[config.mk]
export PLATFORM = sky130hd
export DESIGN_NAME = delay_sched
export DESIGN_NICKNAME = d
export VERILOG_FILES = /design/src/rtl/delay_sched.sv
export SDC_FILE = /design/constraint.sdc
export NUM_CORES = 1
export LEC_CHECK = 0
export ABC_CLOCK_PERIOD_IN_PS = 8100
export CAP_MARGIN = 20
export CORE_AREA = 3 3 125 127
export CTS_CLUSTER_DIAMETER = 50
export DETAILED_ROUTE_END_ITERATION = 6
export DIE_AREA = 0 0 128 130
export HOLD_SLACK_MARGIN = 0.06
export PLACE_DENSITY = 0.82
export SLEW_MARGIN = 20
export SYNTH_ARGS = -nofsm -noshare
export SYNTH_HDL_FRONTEND = slang
export SYNTH_SLANG_ARGS = --single-unit
[constraint.sdc]
create_clock -name clk -period 8.1 [get_ports clk]
set_clock_uncertainty 0.05 [all_clocks]
set_input_delay 2.43 -clock clk [delete_from_list [all_inputs] [get_ports clk]]
set_output_delay 2.43 -clock clk [all_outputs]
set_load 0.01 [all_outputs]
[src/rtl/delay_sched.sv]
// Delay scheduler: holds up to SLOTS payloads, each emitted once its
// requested delay has elapsed, lowest slot first, one event per cycle.
module delay_sched #(
   parameter int DATA_W = 32,
   parameter int DLY_W  = 8,
   parameter int SLOTS  = 4,
   localparam int CNT_W = $clog2(SLOTS + 1),
   localparam int IDX_W = (SLOTS > 1) ? $clog2(SLOTS) : 1
) (
   input  logic              clk,
   input  logic              rst,
   input  logic              req_valid,
   output logic              req_ready,
   input  logic [DATA_W-1:0] req_data,
   input  logic [DLY_W-1:0]  req_delay,
   output logic              out_valid,
   output logic [DATA_W-1:0] out_data,
   output logic [CNT_W-1:0]  pending,
   input  logic              flush
);

   logic [SLOTS-1:0]  active;
   logic [DATA_W-1:0] payload [SLOTS];
   logic [DLY_W-1:0]  count   [SLOTS];

   logic             free_found;
   logic [IDX_W-1:0] free_idx;
   logic             exp_found;
   logic [IDX_W-1:0] exp_idx;
   logic             load;

   // Descending scans so the lowest matching index wins.
   always_comb begin
      free_found = 1'b0;
      free_idx   = '0;
      exp_found  = 1'b0;
      exp_idx    = '0;
      pending    = '0;
      for (int i = SLOTS - 1; i >= 0; i--) begin
         if (!active[i]) begin
            free_found = 1'b1;
            free_idx   = IDX_W'(i);
         end
         if (active[i] && count[i] == '0) begin
            exp_found = 1'b1;
            exp_idx   = IDX_W'(i);
         end
         pending = pending + CNT_W'(active[i]);
      end
   end

   assign req_ready = !rst && free_found;
   assign load      = req_valid && req_ready && !flush;

   always_ff @(posedge clk) begin
      if (rst) begin
         active    <= '0;
         out_valid <= 1'b0;
         out_data  <= '0;
         for (int i = 0; i < SLOTS; i++) begin
            payload[i] <= '0;
            count[i]   <= '0;
         end
      end else if (flush) begin
         active    <= '0;
         out_valid <= 1'b0;
      end else begin
         out_valid <= exp_found;
         if (exp_found) out_data <= payload[exp_idx];
         for (int i = 0; i < SLOTS; i++) begin
            if (exp_found && exp_idx == IDX_W'(i)) begin
               active[i] <= 1'b0;
            end else if (active[i] && count[i] != '0) begin
               count[i] <= count[i] - 1'b1;
            end
            // An issued slot is still active here, so it is never the free one.
            if (load && free_idx == IDX_W'(i)) begin
               active[i]  <= 1'b1;
               payload[i] <= req_data;
               count[i]   <= req_delay;
            end
         end
      end
   end

endmodule

**Word-level counts from Yosys, hierarchy flattened**

Memory sizes are Yosys's and may differ from the RTL's. A register that Yosys moved wholly into a read port is not among the register bits.
Cells that the tools add are included.

- Flip-flop bits (word level): 5
- Bits in writable memories: 160
- Logic and storage cells: 144
- Memories kept: 2

- $add $sub $neg: 7
- Equality and inequality tests: 6
- Multiplexer cells: 74
- Bitwise gates (word level): 13
- Reduce and logical (&&, ||, !) cells: 37

Memory list:

| name | depth | width | rd ports | clocked after memory_dff | wr ports | RTL line | RTL |
|---|---|---|---|---|---|---|---|
| payload | 4 | 32 | 1 | 1 | 4 | 23 | `logic [DATA_W-1:0] payload [SLOTS];` |
| count | 4 | 8 | 4 | 0 | 4 | 24 | `logic [DLY_W-1:0] count [SLOTS];` |

Operators by type and width:

| operator | count |
|---|---|
| 2-to-1 mux 32 bit | 4 |
| 2-to-1 mux 8 bit | 8 |
| 2-to-1 mux 1 bit | 54 |
| logical NOT 8 bit | 4 |
| nonzero test 8 bit | 4 |
| subtractor 8 x 1 -> 8 bit (second input constant) | 4 |
| logical AND 1 bit | 19 |
| 2-to-1 mux 2 bit | 8 |
| OR 1 bit | 12 |
| == test 2 bit (second input constant) | 4 |
| nonzero test 2 bit | 4 |
| == test 2 x 1 -> 1 bit (second input constant) | 2 |
| logical NOT 2 bit | 2 |
| adder 2 x 1 -> 3 bit | 1 |
| adder 3 x 1 -> 3 bit | 1 |
| adder 1 x 1 -> 2 bit | 1 |
| logical NOT 1 bit | 2 |
| AND reduction 2 bit | 1 |
| OR reduction 2 bit | 1 |
| NOT 1 bit | 1 |

**Longest topological paths before layout**

- Word-level depth: 14
- Gate-level depth with buffers: 9
- Depth with buffers taken out: 7

**Worst setup path after synthesis**

No wires, ideal clock.

- Path type: input to output
- Start: input port rst
- End: output port req_ready
- Data arrival time: 3.065 ns
- Required time: 5.620 ns
- Setup slack: 2.555 ns
- Stages: 3
- Buffers on the path: 2
- Path through: clkbuf_1 clkbuf_1 a41oi_1

- Cells in the longest elaborated chain, start to end: 2

Ends and longest elaborated chain:

| item | RTL line | RTL |
|---|---|---|
| from (decl) | 11 | `input logic rst,` |
| logical NOT 1 bit | 52 | `assign req_ready = !rst && free_found;` |
| logical AND 1 bit | 52 |  |
| to (decl) | 13 | `output logic req_ready,` |

No other way between the ends.

**Final worst setup path**

Ends and elaborated chain as after synthesis.

==> impl_metrics.ini <==
[clock_network]
htree_num_levels = 4
clk_latency_ns = 0.43
clkTransAtPathRegs_ns = 0.07
cts_setup_buffers = 0
cts-root-buf = clkbuf_16
cts.path.max_buffers = 2
ctsHoldBuffers = 0
cts_buffers = 17
cts_sinks = 197
cts_tree = built
post_cts_resize_count = 0

[synth]
syn_area_sq_um = 8690
yosys.area.top_type = edfxtp_1
synthTopCellsByArea = edfxtp_1 (55%), and2_1 (9.4%), dfxtp_1 (8.5%), nand2_1 (3.3%), a311oi_1 (3.2%)
ys_warn_count = 0
yosysTopAreaCellShare_pct = 55.3
synth_edf_count = 160
async_reset_ff_share_pct = 0
avgSynthCellArea_sq_um = 12.0
ys_seq_area_share_pct = 63.8
ys_seq_elements = 197
synthFlopType = edfxtp_1
synth_cell_types = 38
synth_nets = 781
syn_inst = 726

[worst_setup_path]
critPathArrivalTime_ns = 3.74
rr_worst_depth = 4
cp_data_required_time_ns = 5.62
crit_type = in2out
crit_path_max_fanout = 41
r2r-start = count[1][2]
rrSetupSlack_ns = 5.04
setup.worst_path.end = req_ready
critPathLaunch = rst
startpoint_type = input port
rr_endpoint = count[1][1]
cp-end-kind = output port

[power_and_ir_drop]
clkPwrFrac_pct = 40.0
power_per_cell_area_nw_per_um2 = 205
leakagePower_nw = 3.66
seqPwrFrac_pct = 54.7
p_switching_mw = 0.463
total_power_mw = 2.10
vdd_ir_drop_max_uv = 154
swShare_pct = 22.1
comb_power_share_pct = 5.3
internal-power_mw = 1.63

[sta]
fin_crit_ns = 6.22
fin_crit_sh_pct = 76.7
slew-limit-headroom_pct = 29.5
max_freq_ghz = 0.161
worstMarginPinSlew_ns = 1.04
setup_viol = 0
worst_slack_ns = 1.88
finalHoldViolCount = 0
fin_tns_setup_ns = 0
maxSlewViolCount = 0
rsz0062_at_grt = false

[die]
ios = 81
coreArea_sq_um = 14500
die_h_um = 130
die-width_um = 128
rows = 44
die-area_sq_um = 16600
start_util_pct = 59.8

[grt]
antenna_found_initial = 0
grt_max_degree = 44
grt_pass1_wl_mm = 31.8
grt_pass1_vias = 6074
track_usage_pct = 25.1
overflow = 0

[layout]
final_cell_mix = edfxtp_1 (160), and2_1 (131), clkdlybuf4s50_1 (78)
antenna_cells = 0
multi_input_area_sq_um = 2910
syn2layout_area_growth_pct = 17.6
final_core_util_pct = 70.3
seqCellArea_sq_um = 5550
fin_nets = 844
final_common_cell = edfxtp_1
drive_gt1_share_pct = 6.86
fill_cells = 953
design_area_sq_um = 10200

[placed_design]
portBuffers = 80
dpl.hpwl_mm = 12.2
post-place-ws_ns = 1.88
postPlaceCellArea_sq_um = 9630
gp_congestion = 0.875

[routing]
final_antenna_net_count = 0
first_pass_iters = 5
drc = 0
vias_per_cell = 6.18
avgRoutedWirePerCell_um = 20.7
dr_total_vias = 6096
first_iter_violations = 651
wl_mm = 20.4

[worst_hold_path]
min_path_type = reg2reg

[run]
cap_violations = 0

[status]
outcome = finished, final reports clean
[cells in the mapped netlist (5+ instances only)]
library cell / instances
ha_1: 10
xor2_1: 9
a21oi_1: 32
nand2_1: 76
nand3_1: 5
dfxtp_1: 37
o221ai_1: 32
inv_1: 16
o21ai_0: 32
and2_1: 131
nand2b_1: 6
nor4_1: 6
xnor2_1: 15
nor2_1: 43
a311oi_1: 32
clkbuf_1: 43
nor3_1: 8
edfxtp_1: 160
[worst min path at each step]
| stage | endpoint | slack (ns) | cells after the start | start |
|---|---|---|---|---|
| finish | out_data[4] | 0.45 | 2 | out_data[4] |
| global route | out_data[16] | 0.48 | 2 | out_data[16] |
| CTS | out_data[12] | 0.45 | 2 | out_data[12] |
| global placement | out_data[21] | 0.44 | 2 | out_data[21] |
| floorplan | active[3] | 0.44 | 2 | active[3] |
| detailed placement | out_data[12] | 0.44 | 2 | out_data[12] |
[worst max-delay path: stages]
cell and delay (ns):
buf_2 0.67, a41oi_1 0.09, clkdlybuf4s50_1 0.53
[registers in the layout, indices dropped and copies added (netlist names)]
| name | flops |
|---|---|
| out_data | 32 |
| count | 32 |
| active | 4 |
| payload | 128 |
| out_valid | 1 |
[routing by layer]
layer	global-route usage, %	wire [um]
met5	0	0
met4	10.4	527
met3	4.50	1560
met2	42.6	10200
met1	32.2	8050
[kinds of logic after synthesis]
kind of cell	count (synthesis)	synth area share [%]
flops	197	63.8
buf+inv	62	2.94
fa+ha+maj	11	1.67
simple gates	297	18.1
xor+xnor	24	2.42
compound gates	135	11.0
[area by class of cell]
cell class	count	share of cell area, %
well taps	184	2.25
clock inverters	13	1.47
repair buffers	90	8.67
clock buffers	19	4.24
flip-flops and latches	197	54.3
multi-input cells	467	28.5
inverters	16	0.588
[power groups by stage]
stage	combinational, mW	sequential [mW]	clock [mW]
after floorplan	0.0572	1.16	0
after global placement	0.105	1.17	0
after detailed placement	0.110	1.17	0
after CTS	0.111	1.15	0.841
after global routing	0.121	1.15	0.894
final	0.111	1.15	0.839
[stage by stage]
stage	hold WS, ns	cells
after detailed placement	0.445	954
final	0.452	986
after global placement	0.442	953
after CTS	0.454	986
after global routing	0.475	986
after floorplan	0.445	726
No activity file was read; power rests on OpenSTA's default activity.
